<file path="src/rtl/parameter_bank_pkg.sv">
// Shared types for the per-channel synthesis parameter store.
// Covers the CC number map, the parameter record with its defaults, and the slew FSM states.
package parameter_bank_pkg;

  localparam int DATA_WIDTH  = 7;
  localparam int FIELD_WIDTH = 8;

  typedef logic [FIELD_WIDTH-1:0] field_t;

  typedef struct packed {
    field_t volume;
    field_t unison_detune;
    field_t attack_time;
    field_t decay_time;
    field_t sustain_level;
    field_t release_time;
    field_t duty_cycle;
  } parameter_t;

  typedef enum logic [2:0] {
    PARAM_NONE,
    PARAM_VOLUME,
    PARAM_UNISON_DETUNE,
    PARAM_ATTACK_TIME,
    PARAM_DECAY_TIME,
    PARAM_SUSTAIN_LEVEL,
    PARAM_RELEASE_TIME,
    PARAM_DUTY_CYCLE
  } parameter_change_t;

  typedef enum logic {IDLE, SCAN} slew_state_t;

  localparam parameter_t DEFAULT_PARAMETERS = '{
    volume:        8'h40,
    unison_detune: 8'h00,
    attack_time:   8'h00,
    decay_time:    8'h00,
    sustain_level: 8'h7F,
    release_time:  8'h00,
    duty_cycle:    8'h40
  };

  localparam logic [DATA_WIDTH-1:0] CC_VOLUME        = 7'd7;
  localparam logic [DATA_WIDTH-1:0] CC_UNISON_DETUNE = 7'd94;
  localparam logic [DATA_WIDTH-1:0] CC_ATTACK_TIME   = 7'd73;
  localparam logic [DATA_WIDTH-1:0] CC_DECAY_TIME    = 7'd75;
  localparam logic [DATA_WIDTH-1:0] CC_SUSTAIN_LEVEL = 7'd79;
  localparam logic [DATA_WIDTH-1:0] CC_RELEASE_TIME  = 7'd72;
  localparam logic [DATA_WIDTH-1:0] CC_DUTY_CYCLE    = 7'd70;
  localparam logic [DATA_WIDTH-1:0] CC_RESET_ALL     = 7'd121;

  // Reset-all and unknown controllers both map to PARAM_NONE; callers tell them apart.
  function automatic parameter_change_t cc_to_param(input logic [DATA_WIDTH-1:0] num);
    parameter_change_t p;
    case (num)
      CC_VOLUME:        p = PARAM_VOLUME;
      CC_UNISON_DETUNE: p = PARAM_UNISON_DETUNE;
      CC_ATTACK_TIME:   p = PARAM_ATTACK_TIME;
      CC_DECAY_TIME:    p = PARAM_DECAY_TIME;
      CC_SUSTAIN_LEVEL: p = PARAM_SUSTAIN_LEVEL;
      CC_RELEASE_TIME:  p = PARAM_RELEASE_TIME;
      CC_DUTY_CYCLE:    p = PARAM_DUTY_CYCLE;
      default:          p = PARAM_NONE;
    endcase
    return p;
  endfunction

endpackage

</file>
<file path="src/rtl/parameter_bank_if.sv">
// CC input stream and change-event output stream of the parameter bank.
interface parameter_bank_if;
  import parameter_bank_pkg::*;

  logic                    cc_valid;
  logic                    cc_ready;
  logic [3:0]              cc_channel;
  logic [DATA_WIDTH-1:0]   cc_number;
  logic [DATA_WIDTH-1:0]   cc_value;
  logic                    change_valid;
  logic                    change_ready;
  logic [3:0]              change_channel;
  parameter_change_t       change_param;

  modport master (
    output cc_valid, cc_channel, cc_number, cc_value, change_ready,
    input  cc_ready, change_valid, change_channel, change_param
  );

  modport slave (
    input  cc_valid, cc_channel, cc_number, cc_value, change_ready,
    output cc_ready, change_valid, change_channel, change_param
  );
endinterface

</file>
<file path="src/rtl/param_slew.sv">
// One slew step for a single 8-bit level field: move toward tgt by at most SLEW_STEP, never past it.
module param_slew
  import parameter_bank_pkg::*;
#(
  parameter int SLEW_STEP = 4
) (
  input  field_t cur,
  input  field_t tgt,
  output field_t next
);
  localparam field_t STEP = field_t'(SLEW_STEP);

  field_t diff;

  always_comb begin
    diff = '0;
    next = cur;
    if (cur < tgt) begin
      diff = tgt - cur;
      next = cur + ((diff > STEP) ? STEP : diff);
    end else if (cur > tgt) begin
      diff = cur - tgt;
      next = cur - ((diff > STEP) ? STEP : diff);
    end
  end
endmodule

</file>
<file path="src/rtl/parameter_bank.sv">
// Per-channel CC-driven parameter store; level fields glide toward their targets,
// one channel per cycle after every slew tick, and accepted changes are reported on a one-entry event stream.
module parameter_bank
  import parameter_bank_pkg::*;
#(
  parameter int NUM_CHANNELS = 4,
  parameter int SLEW_STEP    = 4,
  parameter int SLEW_DIV     = 256
) (
  input  logic                          clock,
  input  logic                          reset,
  parameter_bank_if.slave               bus,
  output parameter_t [NUM_CHANNELS-1:0] params
);
  localparam int IDX_W = (NUM_CHANNELS > 1) ? $clog2(NUM_CHANNELS) : 1;
  localparam int DIV_W = (SLEW_DIV > 1) ? $clog2(SLEW_DIV) : 1;
  localparam logic [IDX_W-1:0] LAST_IDX = IDX_W'(NUM_CHANNELS - 1);
  localparam logic [DIV_W-1:0] DIV_LAST = DIV_W'(SLEW_DIV - 1);

  if (SLEW_DIV < NUM_CHANNELS || NUM_CHANNELS < 1 || NUM_CHANNELS > 16 ||
      SLEW_STEP < 1 || SLEW_STEP > 127) begin : g_param_check
    $error("parameter_bank: bad NUM_CHANNELS/SLEW_STEP/SLEW_DIV combination");
  end

  parameter_t [NUM_CHANNELS-1:0] tgt_q, tgt_d, cur_q, cur_d;
  logic [DIV_W-1:0]  div_q, div_d;
  logic              tick;
  slew_state_t       state_q;
  logic [IDX_W-1:0]  idx_q;
  logic              ev_valid_q, ev_valid_d;
  logic [3:0]        ev_channel_q, ev_channel_d;
  parameter_change_t ev_param_q, ev_param_d;

  field_t scan_cur_vol, scan_tgt_vol, scan_cur_sus, scan_tgt_sus, scan_cur_duty, scan_tgt_duty;
  field_t vol_next, sus_next, duty_next;
  logic   cc_fire, cc_in_range, cc_reset_all;
  parameter_change_t cc_param;
  field_t cc_field;

  assign bus.cc_ready       = !reset && (!ev_valid_q || bus.change_ready);
  assign bus.change_valid   = ev_valid_q;
  assign bus.change_channel = ev_channel_q;
  assign bus.change_param   = ev_param_q;
  assign params             = cur_q;

  assign cc_fire      = bus.cc_valid && bus.cc_ready;
  assign cc_in_range  = int'(bus.cc_channel) < NUM_CHANNELS;
  assign cc_reset_all = bus.cc_number == CC_RESET_ALL;
  assign cc_param     = cc_to_param(bus.cc_number);
  assign cc_field     = field_t'(bus.cc_value);

  assign tick  = div_q == DIV_LAST;
  assign div_d = tick ? '0 : div_q + DIV_W'(1);

  always_comb begin
    scan_cur_vol  = cur_q[0].volume;
    scan_tgt_vol  = tgt_q[0].volume;
    scan_cur_sus  = cur_q[0].sustain_level;
    scan_tgt_sus  = tgt_q[0].sustain_level;
    scan_cur_duty = cur_q[0].duty_cycle;
    scan_tgt_duty = tgt_q[0].duty_cycle;
    for (int c = 0; c < NUM_CHANNELS; c++) begin
      if (idx_q == IDX_W'(c)) begin
        scan_cur_vol  = cur_q[c].volume;
        scan_tgt_vol  = tgt_q[c].volume;
        scan_cur_sus  = cur_q[c].sustain_level;
        scan_tgt_sus  = tgt_q[c].sustain_level;
        scan_cur_duty = cur_q[c].duty_cycle;
        scan_tgt_duty = tgt_q[c].duty_cycle;
      end
    end
  end

  param_slew #(.SLEW_STEP(SLEW_STEP)) u_slew_vol  (.cur(scan_cur_vol),  .tgt(scan_tgt_vol),  .next(vol_next));
  param_slew #(.SLEW_STEP(SLEW_STEP)) u_slew_sus  (.cur(scan_cur_sus),  .tgt(scan_tgt_sus),  .next(sus_next));
  param_slew #(.SLEW_STEP(SLEW_STEP)) u_slew_duty (.cur(scan_cur_duty), .tgt(scan_tgt_duty), .next(duty_next));

  // Scan update is applied first so a same-cycle reset-all overrides it.
  always_comb begin
    tgt_d = tgt_q;
    cur_d = cur_q;
    for (int c = 0; c < NUM_CHANNELS; c++) begin
      if (state_q == SCAN && idx_q == IDX_W'(c)) begin
        cur_d[c].volume        = vol_next;
        cur_d[c].sustain_level = sus_next;
        cur_d[c].duty_cycle    = duty_next;
      end
      if (cc_fire && bus.cc_channel == 4'(c)) begin
        if (cc_reset_all) begin
          tgt_d[c] = DEFAULT_PARAMETERS;
          cur_d[c] = DEFAULT_PARAMETERS;
        end else begin
          case (cc_param)
            PARAM_VOLUME:        tgt_d[c].volume        = cc_field;
            PARAM_SUSTAIN_LEVEL: tgt_d[c].sustain_level = cc_field;
            PARAM_DUTY_CYCLE:    tgt_d[c].duty_cycle    = cc_field;
            PARAM_UNISON_DETUNE: begin
              tgt_d[c].unison_detune = cc_field;
              cur_d[c].unison_detune = cc_field;
            end
            PARAM_ATTACK_TIME: begin
              tgt_d[c].attack_time = cc_field;
              cur_d[c].attack_time = cc_field;
            end
            PARAM_DECAY_TIME: begin
              tgt_d[c].decay_time = cc_field;
              cur_d[c].decay_time = cc_field;
            end
            PARAM_RELEASE_TIME: begin
              tgt_d[c].release_time = cc_field;
              cur_d[c].release_time = cc_field;
            end
            default: ;
          endcase
        end
      end
    end
  end

  always_comb begin
    ev_valid_d   = ev_valid_q && !bus.change_ready;
    ev_channel_d = ev_channel_q;
    ev_param_d   = ev_param_q;
    if (cc_fire && cc_in_range && (cc_reset_all || cc_param != PARAM_NONE)) begin
      ev_valid_d   = 1'b1;
      ev_channel_d = bus.cc_channel;
      ev_param_d   = cc_param;
    end
  end

  always_ff @(posedge clock) begin
    if (reset) begin
      for (int c = 0; c < NUM_CHANNELS; c++) begin
        tgt_q[c] <= DEFAULT_PARAMETERS;
        cur_q[c] <= DEFAULT_PARAMETERS;
      end
      div_q        <= '0;
      ev_valid_q   <= 1'b0;
      ev_channel_q <= '0;
      ev_param_q   <= PARAM_NONE;
    end else begin
      tgt_q        <= tgt_d;
      cur_q        <= cur_d;
      div_q        <= div_d;
      ev_valid_q   <= ev_valid_d;
      ev_channel_q <= ev_channel_d;
      ev_param_q   <= ev_param_d;
    end
  end

  // IDLE waits for a tick; SCAN steps channel idx_q and restarts at once if a tick lands on the last channel.
  always_ff @(posedge clock) begin
    if (reset) begin
      state_q <= IDLE;
      idx_q   <= '0;
    end else begin
      case (state_q)
        IDLE: begin
          if (tick) begin
            state_q <= SCAN;
            idx_q   <= '0;
          end
        end
        SCAN: begin
          if (idx_q == LAST_IDX) begin
            state_q <= tick ? SCAN : IDLE;
            idx_q   <= '0;
          end else begin
            idx_q <= idx_q + IDX_W'(1);
          end
        end
        default: begin
          state_q <= IDLE;
          idx_q   <= '0;
        end
      endcase
    end
  end
endmodule

</file>
<file path="src/flat_wrapper.sv">
// flat-port wrapper written by rule: the top's interface ports become plain ports
module parameter_bank_flat import parameter_bank_pkg::*;
#(
  parameter int NUM_CHANNELS = 4,
  parameter int SLEW_STEP    = 4,
  parameter int SLEW_DIV     = 256
)
  (clock, reset, params, bus_cc_valid, bus_cc_channel, bus_cc_number, bus_cc_value, bus_change_ready, bus_cc_ready, bus_change_valid, bus_change_channel, bus_change_param);
  parameter_bank_if bus_i ();
  input  logic clock;
  input  logic reset;
  output parameter_t [NUM_CHANNELS-1:0] params;
  input wire logic [$bits(bus_i.cc_valid)-1:0] bus_cc_valid;
  input wire logic [$bits(bus_i.cc_channel)-1:0] bus_cc_channel;
  input wire logic [$bits(bus_i.cc_number)-1:0] bus_cc_number;
  input wire logic [$bits(bus_i.cc_value)-1:0] bus_cc_value;
  input wire logic [$bits(bus_i.change_ready)-1:0] bus_change_ready;
  output wire logic [$bits(bus_i.cc_ready)-1:0] bus_cc_ready;
  output wire logic [$bits(bus_i.change_valid)-1:0] bus_change_valid;
  output wire logic [$bits(bus_i.change_channel)-1:0] bus_change_channel;
  output wire logic [$bits(bus_i.change_param)-1:0] bus_change_param;
  assign bus_i.cc_valid = bus_cc_valid;
  assign bus_i.cc_channel = bus_cc_channel;
  assign bus_i.cc_number = bus_cc_number;
  assign bus_i.cc_value = bus_cc_value;
  assign bus_i.change_ready = bus_change_ready;
  assign bus_cc_ready = bus_i.cc_ready;
  assign bus_change_valid = bus_i.change_valid;
  assign bus_change_channel = bus_i.change_channel;
  assign bus_change_param = bus_i.change_param;
  parameter_bank #(.NUM_CHANNELS(NUM_CHANNELS), .SLEW_STEP(SLEW_STEP), .SLEW_DIV(SLEW_DIV)) u_core (.clock(clock), .reset(reset), .bus(bus_i), .params(params));
endmodule
</file>
<file path="config.mk">
export PLATFORM = sky130hd
export DESIGN_NAME = parameter_bank_flat
export DESIGN_NICKNAME = d
export VERILOG_FILES = /design/src/rtl/parameter_bank_pkg.sv /design/src/rtl/parameter_bank_if.sv /design/src/rtl/param_slew.sv /design/src/rtl/parameter_bank.sv /design/src/flat_wrapper.sv
export SDC_FILE = /design/constraint.sdc
export NUM_CORES = 1
export LEC_CHECK = 0
export ABC_AREA = 1
export CORE_MARGIN = 1
export CORE_UTILIZATION = 30
export CTS_BUF_LIST = sky130_fd_sc_hd__clkbuf_8
export CTS_CLUSTER_DIAMETER = 50
export CTS_CLUSTER_SIZE = 14
export DETAILED_ROUTE_END_ITERATION = 16
export GPL_TIMING_DRIVEN = 1
export SETUP_SLACK_MARGIN = 0.4
export SLEW_MARGIN = 20
export SYNTH_ARGS = -nofsm -noshare
export SYNTH_HDL_FRONTEND = slang
export SYNTH_HIERARCHICAL = 1
export SYNTH_SLANG_ARGS = --single-unit
export TNS_END_PERCENT = 10
</file>
<file path="constraint.sdc">
create_clock -name clock -period 9.1 [get_ports clock]
set_clock_uncertainty 0.05 [all_clocks]
set_input_delay 0.91 -clock clock [delete_from_list [all_inputs] [get_ports clock]]
set_output_delay 0.91 -clock clock [all_outputs]
set_load 0.01 [all_outputs]
</file>
# Word level (Yosys, flattened, before mapping)
# Cells that the tools add are included.
classes:
  addsub: 14
  n_lt_le_gt_ge: 13
  eq_ne: 23
  n_mux: 76
  bitwise: 1
  n_reduce_logical: 57
ops:
  columns: ["op", "count"]
  rows:
  - ["$mux W8", 62]
  - ["$mux W56", 5]
  - ["$sub A8 B8 Y8", 9]
  - ["$reduce_and A2 Y1", 28]
  - ["$eq A7 B7 Y1 const B", 7]
  - ["$gt A8 B3 Y1 const B", 6]
  - ["$add A8 B8 Y8", 3]
  - ["$gt A8 B8 Y1", 3]
  - ["$lt A8 B8 Y1", 3]
  - ["$mux W24", 1]
  - ["$pmux W3 S7", 1]
  - ["$reduce_bool A2 Y1", 7]
  - ["$logic_and A1 B1 Y1", 13]
  - ["$eq A3 B3 Y1 const B", 4]
  - ["$add A8 B1 Y8 const B", 1]
  - ["$eq A4 B2 Y1 const B", 2]
  - ["$eq A8 B8 Y1 const B", 1]
  - ["$eq A7 B3 Y1 const B", 1]
  - ["$eq A3 B2 Y1 const B", 2]
  - ["$eq A2 B2 Y1 const B", 2]
  - ["$eq A4 B1 Y1 const B", 1]
  - ["$logic_not A4 Y1", 1]
  - ["$lt A4 B3 Y1 const B", 1]
  - ["$mux W2", 2]
  - ["other kinds (13)", 18]
word_totals:
  ff_bits: 339
  input_bits: 22
  output_inout_bits: 233
  word_cells: 230

# Depth between registers and ports, before layout
# Gate-level depths: netlist (run 1).
logic_depth:
  depth_word: 13
  ltp_mapped: 37
  ltp_nobuf: 33

# Cells and area by module
# The synthesis (run 1) kept the hierarchy.
by_module_without_submodules:
  columns: ["mod", "instances", "cells_each", "area_per_inst_um2", "seq_area_each_um2"]
  rows:
  - ["parameter_bank", 1, 1770, 13192.7, 6226.0]
  - ["param_slew", 3, 292, 1689.1, 0.0]

# Worst setup path after synthesis (run 1)
# Ideal clock, no wire load.
synth_path:
  path_type: "reg-to-reg"
  start: "register u_core.idx_q[1]"
  end: "register u_core.cur_q (netlist bit u_core/params[118])"
  setup_time_ns: 0.144
  arrival_ns: 4.588
  required_ns: 8.906
  path_slack_ns: 4.318
  stages_incl_launch_ff: 30
  n_path_buf: 3
  period_less_slack_ns: 4.782
  path_cell_list: "dfxtp_1 -> inv_1 -> ha_1 -> clkbuf_1 -> buf_2 -> clkbuf_1 -> nand2_1 -> o21ai_0 -> o211ai_1 -> o21ai_0 -> inv_1 -> fa_1 -> inv_1 -> nand3_2 -> nand3_2 -> xor2_1 -> nand2_1 -> nor2_1 -> and2_1 -> nand2_1 -> fa_1 -> a31oi_1 -> nor2_1 -> o21ai_0 -> nand2_1 -> xor2_1 -> o21ai_0 -> nand2_1 -> inv_1 -> o211ai_1"
synth_between:
  elab_chain_cells: 13
  elab_cells_between_ends: 25
  cone_classes: "4 x add/sub; 4 x order compare; 3 x eq/ne; 13 x mux; 1 x reduce/logical"
synth_lines:
  columns: ["item", "line", "rtl"]
  rows:
  - ["from (decl)", "parameter_bank.sv:29", "logic [IDX_W-1:0] idx_q;"]
  - ["from (signal assigned)", "parameter_bank.sv:169", "idx_q <= idx_q + IDX_W'(1);"]
  - ["$eq A2 B1 Y1", "parameter_bank.sv:63", "if (idx_q == IDX_W'(c)) begin"]
  - ["$mux W8 (2 in series)", "parameter_bank.sv:63", null]
  - ["$mux W8 *", "parameter_bank.sv:63", null]
  - ["named net u_core.scan_cur_duty[1]", "parameter_bank.sv:34", "field_t scan_cur_vol, scan_tgt_vol, scan_cur_sus, scan_tgt_sus, scan_cur_duty, scan_tgt_duty;"]
  - ["$sub A8 B8 Y8", "param_slew.sv:22", "diff = cur - tgt;"]
  - ["$gt A8 B3 Y1", "param_slew.sv:23", "next = cur - ((diff > STEP) ? STEP : diff);"]
  - ["$mux W8", "param_slew.sv:23", null]
  - ["$sub A8 B8 Y8", "param_slew.sv:23", null]
  - ["$mux W8", "param_slew.sv:21", "end else if (cur > tgt) begin"]
  - ["$mux W8 *", "param_slew.sv:18", "if (cur < tgt) begin"]
  - ["named net u_core.duty_next[6]", "parameter_bank.sv:35", "field_t vol_next, sus_next, duty_next;"]
  - ["$mux W8 *", "parameter_bank.sv:83", "if (state_q == SCAN && idx_q == IDX_W'(c)) begin"]
  - ["$mux W8", "parameter_bank.sv:89", "if (cc_reset_all) begin"]
  - ["$mux W56 *", "parameter_bank.sv:88", "if (cc_fire && bus.cc_channel == 4'(c)) begin"]
  - ["to (signal assigned)", "parameter_bank.sv:143", "cur_q <= cur_d;"]
  - ["to (decl)", "parameter_bank.sv:25", "parameter_t [NUM_CHANNELS-1:0] tgt_q, tgt_d, cur_q, cur_d;"]
# Mark *: on every way through the listed nets, which the timed path passes. The rest lies on a longest branch.
# A chain may end at the register's enable or synchronous reset.

# Final worst setup path (run 1)
layout_path:
  start: "register u_core.idx_q[1]"
  end: "register u_core.cur_q (netlist bit u_core/params[54])"
layout_between:
  elab_chain_cells: 13
  elab_cells_between_ends: 26
  cone_classes: "4 x add/sub; 4 x order compare; 3 x eq/ne; 13 x mux; 2 x reduce/logical"
layout_lines:
  columns: ["item", "line"]
  rows:
  - ["$eq A2 B1 Y1", "parameter_bank.sv:63"]
  - ["$mux W8 (2 in series)", "parameter_bank.sv:63"]
  - ["$mux W8 *", "parameter_bank.sv:63"]
  - ["named net u_core.scan_tgt_vol[0]", "parameter_bank.sv:34"]
  - ["$sub A8 B8 Y8", "param_slew.sv:22"]
  - ["$gt A8 B3 Y1", "param_slew.sv:23"]
  - ["$mux W8", "param_slew.sv:23"]
  - ["$sub A8 B8 Y8", "param_slew.sv:23"]
  - ["$mux W8", "param_slew.sv:21"]
  - ["$mux W8 *", "param_slew.sv:18"]
  - ["named net u_core.vol_next[6]", "parameter_bank.sv:35"]
  - ["$mux W8 *", "parameter_bank.sv:83"]
  - ["$mux W8", "parameter_bank.sv:89"]
  - ["$mux W56 *", "parameter_bank.sv:88"]
# Marks and branches as above.

==> results of run 1 <==
[power groups by stage]
stage,Clock [uW],Combinational [uW],Sequential [uW]
floorplan,0,118,1390
global placement,0,169,1390
detailed placement,0,169,1390
CTS,1310,169,1360
global route,1370,189,1360
finish,1270,171,1360
[placed cells by master, fill, tap and decap left out, types with 13 or more instances in the layout]
cell type / synthesis / layout
clkbuf_8: 0 / 46
nand2_1: 546 / 545
a211oi_1: 13 / 13
or2_2: 37 / 37
nand4_1: 36 / 36
o211ai_1: 54 / 54
clkdlybuf4s50_1: 0 / 236
nand3_2: 15 / 15
nand2_2: 55 / 56
xor2_1: 16 / 16
nor2_1: 279 / 279
nand3_1: 131 / 131
inv_1: 236 / 236
dfxtp_1: 311 / 311
buf_4: 20 / 29
conb_1: 7 / 46
o21ai_0: 231 / 231
inv_2: 33 / 34
ha_1: 89 / 87
a21oi_1: 277 / 277
mux2i_1: 30 / 30
[stage by stage]
step / util / instances / worst slack (ns) / hold WS (ns)
floorplan: - / 2685 / 4.32 / 0.368
global placement: 0.353 / 3590 / 3.34 / 0.384
detailed placement: 0.353 / 3590 / 3.29 / 0.386
CTS: 0.370 / 3667 / 3.25 / 0.400
global route: 0.370 / 3668 / 2.61 / 0.422
finish: 0.370 / 3668 / 3.17 / 0.399
[registers in the layout, summed over array words and instances, names as in the netlist]
register,count
u_core/bus.change_valid,1
u_core/tgt_q,84
u_core/bus.change_param,3
u_core/idx_q,2
u_core/div_q,8
u_core/state_q,1
u_core/bus.change_channel,4
u_core/params,208
[layout make-up]
type	count	area share
Antenna cell	1	0.000112
Clock buffer	46	0.0284
Clock inverter	31	0.0161
Inverter	273	0.0461
Multi-Input combinational cell	1957	0.470
Sequential cell	311	0.279
Tap cell	782	0.0439
Timing Repair Buffer	267	0.116
[how the worst max path moves through the flow]
| stage | slack (ns) | endpoint |
|---|---|---|
| 2_1_floorplan | 4.32 | u_core/params[118] |
| 3_3_place_gp | 3.34 | u_core/params[166] |
| 3_5_place_dp | 3.29 | u_core/params[222] |
| 5_1_grt | 2.61 | u_core/params[54] |
| 6_report | 3.17 | u_core/params[54] |
| 4_1_cts | 3.25 | u_core/params[54] |
[layer usage]
metal,track usage,share of wire,up-vias
met5,0,0.00019,-
met4,0.0513,0.021,2
met3,0.0482,0.080,81
met2,0.287,0.43,559
met1,0.247,0.47,8269
li1,-,-,9039
[worst max-delay path, delay by kind of cell (launching register included)]
family                   cells  cell delay, ns
flip-flops                   1            0.35
AO/OA/AOI/OAI                6            0.94
AND/OR/NAND/NOR             12            1.50
adder cells (fa/ha/maj)      4            1.50
multiplexers                 1            0.15
buffers and inverters        7            1.22
[kinds of logic after synthesis]
family,after synthesis,synth area share
and+or+nand+nor,1148,0.280
AOI/OAI and AO/OA,606,0.180
buffers and inverters,417,0.0946
DFF,311,0.341
adders and majority gates,101,0.0741
muxes,30,0.0164
xor gates and xnor gates,26,0.0125
other,7,0.00144
==> run_results.csv, run 1 <==
group,metric,value,unit
yosys,synthArstFlopShare,0,
sta,setup_viol,0,
floorplanning,num_io_pins,255,
clock_network,path_clk_slew,0.08,ns
finish,seq_area,0.00623,mm^2
routing,drt-total-wl,58.1,mm
clock_network,cts_tree,"done",
clock_network,cts_hold_buffers,0,
yosys,yosysWarnings,6,
min_path,worstHoldPathType,"flip-flop to flip-flop",
critical_path,end_kind,"flip-flop",
place,place_area,0.0213,mm^2
power_and_ir_drop,net-switching-power,775,uW
yosys,synth.most_common_cell,"nand2_1",
floorplanning,die_x,249,um
routing,viasPerCell,4.89,
floorplanning,initial_utilization,0.303,
place,hpwlAfterDp,40.5,mm
sta,period_minus_slack,5.93,ns
critical_path,crit_top_cell,"inv_1",
routing,vias,18000,
clock_network,numCtsBuffers,42,
yosys,synth_flop_cell,"dfxtp_1",
critical_path,worstSetupPathType,"flip-flop to flip-flop",
sta,tightest_slew,1.01,ns
critical_path,reg2reg_slack,3.17,ns
yosys,synthesis.area,0.0183,mm^2
power_and_ir_drop,pwr-share-seq,0.485,
clock_network,cts_max_path_buffers,3,
critical_path,startpoint_type,"flip-flop",
routing,remaining_drc_errors,0,
floorplanning,die_h,249,um
job,drv_cap,0,
yosys,ys_top_cells_by_count,"nand2_1, dfxtp_1, nor2_1",
critical_path,r2r_cells,30,
clock_network,cts_setup_buffers,0,
place,port_buffers,238,
sta,rsz0062_at_grt,"false",
yosys,postSynthCellCount,2646,
grt,grt_pass1_vias,16800,
clock_network,clock_latency,0.63,ns
min_path,hold_path_end,"u_core/bus.change_channel[2]",
critical_path,critical_path.max_fanout,48,
power_and_ir_drop,power,2810,uW
sta,hold_viol_final,0,
clock_network,h-tree-depth,2,
yosys,ys_top_cells_by_area,"dfxtp_1, nand2_1, a21oi_1, o21ai_0, ha_1",
min_path,min_from,"u_core/bus.change_channel[2]",
critical_path,cp-startpoint,"u_core/idx_q[1]",
finish,multi_input_area,0.0105,mm^2
power_and_ir_drop,netSwitchingFraction,0.276,
yosys,syn_avg_cell_area,6.90,um^2
critical_path,r2r_start,"u_core/idx_q[1]",
grt,grt_max_degree,90,
yosys,ys_seq_area_frac,0.341,
grt,gr-total-overflow,0,
finish,fillers,6381,
place,routabilityCongestion,0.922,
routing,post_drt_wl_per_cell,15.8,um
min_path,min_path_cells,2,
yosys,synth_edf_count,0,
critical_path,r2r-end,"u_core/params[54]",
yosys,netlist-cell-type-count,47,
power_and_ir_drop,peakVddDrop,0.0000995,V
grt,grtUsageTotal,0.183,
finish,drive_above_1_share,0.0998,
routing,drtIter0Drc,1216,
floorplanning,dieArea,0.0619,mm^2
yosys,yosys.area.top_type,"dfxtp_1",
critical_path,cp.required,9.50,ns
grt,grt_pass1_wl,92.5,mm
routing,drtPass1Iterations,5,
sta,maxSlewViolCount,0,
finish,synthToLayoutAreaGrowth,22.1,%
power_and_ir_drop,clkPwrFrac,0.454,
clock_network,cts-root-buf,"clkbuf_8",
power_and_ir_drop,p_leak,0.0102,uW
sta,relSlewSlack,0.324,
power_and_ir_drop,p_int,2030,uW
power_and_ir_drop,p_comb_frac,0.061,
clock_network,cts_sinks,311,
status,status,"complete, no violations",
sta,fmax,0.169,GHz
finish,fin_area,0.0223,mm^2
critical_path,arrival,6.33,ns
yosys,synth-seq-cells,311,
grt,antenna_found_initial,2,
finish,nNetsFinal,2975,
sta,tns,0,ns
critical_path,cpPeakStageDelay,0.62,ns
clock_network,ctsResizeCount,0,
floorplanning,rows,90,
power_and_ir_drop,powerDensity,126,mW/mm^2
sta,period_share,0.652,
critical_path,worst_path_max_delay_cell,"buf_4",
routing,detail-route-antenna-nets,0,
floorplanning,core-area,0.0602,mm^2
yosys,yosysTopAreaCellShare,0.341,
Power figures use the tool's default switching activity.
==> inputs of run 2 (changes only) <==
- clock period: 9.1 -> 5.01 ns (I/O delays scaled with it)
==> run 2 against run 1 <==
  * Setup slack got worse by 2.8 ns
  * Sequential share of layout area fell by 2.1 points
  * Global-route usage rose by 0.71 points
  * Largest power group unchanged
  * Fmax rose by 28%
  * Via count rose by 2.4%
  * Clock power rose by 80%
  * First-iteration DRC count rose by 8.5%
==> run_results.csv, run 2 (synthesis results as in run 1) <==
group,metric,value,unit
status,status,"complete, no violations",
routing,viasPerCell,4.89,
power_and_ir_drop,p_comb_frac,0.067,
sta,setup_viol,0,
clock_network,path_clk_slew,0.09,ns
clock_network,cts-root-buf,"clkbuf_8",
critical_path,startpoint_type,"flip-flop",
clock_network,cts_sinks,311,
floorplanning,die_h,249,um
grt,grt_max_degree,69,
min_path,worstHoldPathType,"input port to flip-flop",
sta,maxSlewViolCount,0,
critical_path,cpPeakStageDelay,0.53,ns
finish,synthToLayoutAreaGrowth,32.1,%
job,drv_cap,0,
floorplanning,dieArea,0.0619,mm^2
clock_network,numCtsBuffers,43,
routing,vias,18400,
clock_network,cts_max_path_buffers,3,
routing,post_drt_wl_per_cell,16.1,um
sta,hold_viol_final,0,
sta,fmax,0.216,GHz
critical_path,end_kind,"flip-flop",
grt,antenna_found_initial,0,
finish,nNetsFinal,3067,
routing,remaining_drc_errors,0,
floorplanning,core-area,0.0602,mm^2
place,routabilityCongestion,0.916,
sta,tns,0,ns
power_and_ir_drop,powerDensity,211,mW/mm^2
power_and_ir_drop,netSwitchingFraction,0.288,
finish,final_cell_mix,"nand2_1, dfxtp_1, nor2_1",
place,port_buffers,238,
floorplanning,initial_utilization,0.303,
sta,relSlewSlack,0.327,
critical_path,path_buf_inv,7,
finish,final_cells,3760,
power_and_ir_drop,p_int,3620,uW
grt,grt_pass1_vias,17200,
floorplanning,rows,90,
critical_path,crit_top_cell,"nand2_1",
grt,grt_pass1_wl,95.6,mm
finish,final_common_cell,"nand2_1",
critical_path,critical_path.max_fanout,10,
sta,rsz0062_at_grt,"true",
routing,detail-route-antenna-nets,0,
floorplanning,die_x,249,um
critical_path,critical-path-top-delay-family,"adder cells",
routing,drtIter0Drc,1319,
power_and_ir_drop,net-switching-power,1470,uW
critical_path,arrival,5.03,ns
finish,n_antenna_cell,0,
grt,gr-total-overflow,0,
critical_path,worst_path_max_delay_cell,"fa_2",
clock_network,clock_latency,0.64,ns
sta,period_share,0.924,
routing,drt-total-wl,60.7,mm
power_and_ir_drop,clkPwrFrac,0.447,
clock_network,cts_tree,"done",
sta,period_minus_slack,4.63,ns
place,hpwlAfterDp,41.9,mm
finish,drive_above_1_share,0.187,
grt,grtUsageTotal,0.190,
floorplanning,num_io_pins,255,
finish,largest_reg_flops,208,
place,placed_cells,3637,
critical_path,worstSetupPathType,"flip-flop to flip-flop",
sta,tightest_slew,1.01,ns
critical_path,cp.required,5.41,ns
power_and_ir_drop,pwr-share-seq,0.486,
power_and_ir_drop,peakVddDrop,0.000198,V
clock_network,h-tree-depth,2,
routing,drtPass1Iterations,7,
power_and_ir_drop,p_leak,0.0108,uW
[run 2: cell count changes in the layout (fill, tap and decap cells not counted), sizes merged]
cell / change
bufinv: -2
inv: +3
diode: -1
clkinv: -1
bufbuf: +3
clkinvlp: +2
buf: +88
[run 2: final cells by class]
cell class / count / area (um^2)
Tap cell: 782 / 978
Multi-Input combinational cell: 1957 / 11400
Inverter: 273 / 1040
Sequential cell: 311 / 6230
Timing Repair Buffer: 358 / 3490
Clock inverter: 33 / 359
Fill cell: 6199 / 36100
Clock buffer: 46 / 633
[run 2: worst register-to-register path: cells and delay by family, from the launching register on]
family / cells / cell delay (ns)
flip-flops: 1 / 0.39
AND/OR/NAND/NOR: 9 / 0.83
buffers and inverters: 7 / 0.78
XOR/XNOR: 1 / 0.14
adder cells (fa/ha/maj): 4 / 1.22
AO/OA/AOI/OAI: 8 / 1.04
[run 2: repair_timing]
| action | CTS | global route |
|---|---|---|
| gates resized for setup | 120 | 155 |
| endpoints found under the hold margin | 0 | 0 |
| cloned | 4 | 0 |
| pin swaps | 24 | 76 |
| setup endpoints to repair | 72 | 80 |
| hold buffers | 0 | 0 |
| buffers inserted | 19 | 21 |
[run 2: power groups by stage]
stage	Sequential, uW	Clock [uW]	Combinational (uW)
floorplan	2530	0	215
global placement	2530	0	310
detailed placement	2530	0	309
CTS	2470	2350	323
global route	2470	2450	372
finish	2470	2280	340
[run 2: stage by stage]
step	hold WS, ns	area [um^2]	power, uW	setup WS (ns)	util
global route	0.374	24100	5290	0.124	0.400
global placement	0.382	21700	2840	0.105	0.360
detailed placement	0.387	21700	2840	0.0622	0.360
CTS	0.323	23400	5140	0.377	0.389
floorplan	0.368	18400	2750	0.283	-
finish	0.377	24100	5090	0.381	0.400
[run 2: metal layers]
layer,GRT usage,wire length (um)
met1,0.256,27800
met2,0.302,26700
met3,0.0497,5050
met4,0.0470,1230
met5,0,0
[run 2: path summary, 6_finish.rpt]
| kind | start | end | slack, ns | depth (start not counted) |
|---|---|---|---|---|
| max | u_core/idx_q[1] | u_core/params[6] | 0.38 | 29 |
| min reg2reg | u_core/bus.change_channel[2] | u_core/bus.change_channel[2] | 0.40 | 2 |
| min | reset | u_core/params[88] | 0.38 | 6 |
| max reg2reg | u_core/idx_q[1] | u_core/params[6] | 0.38 | 29 |
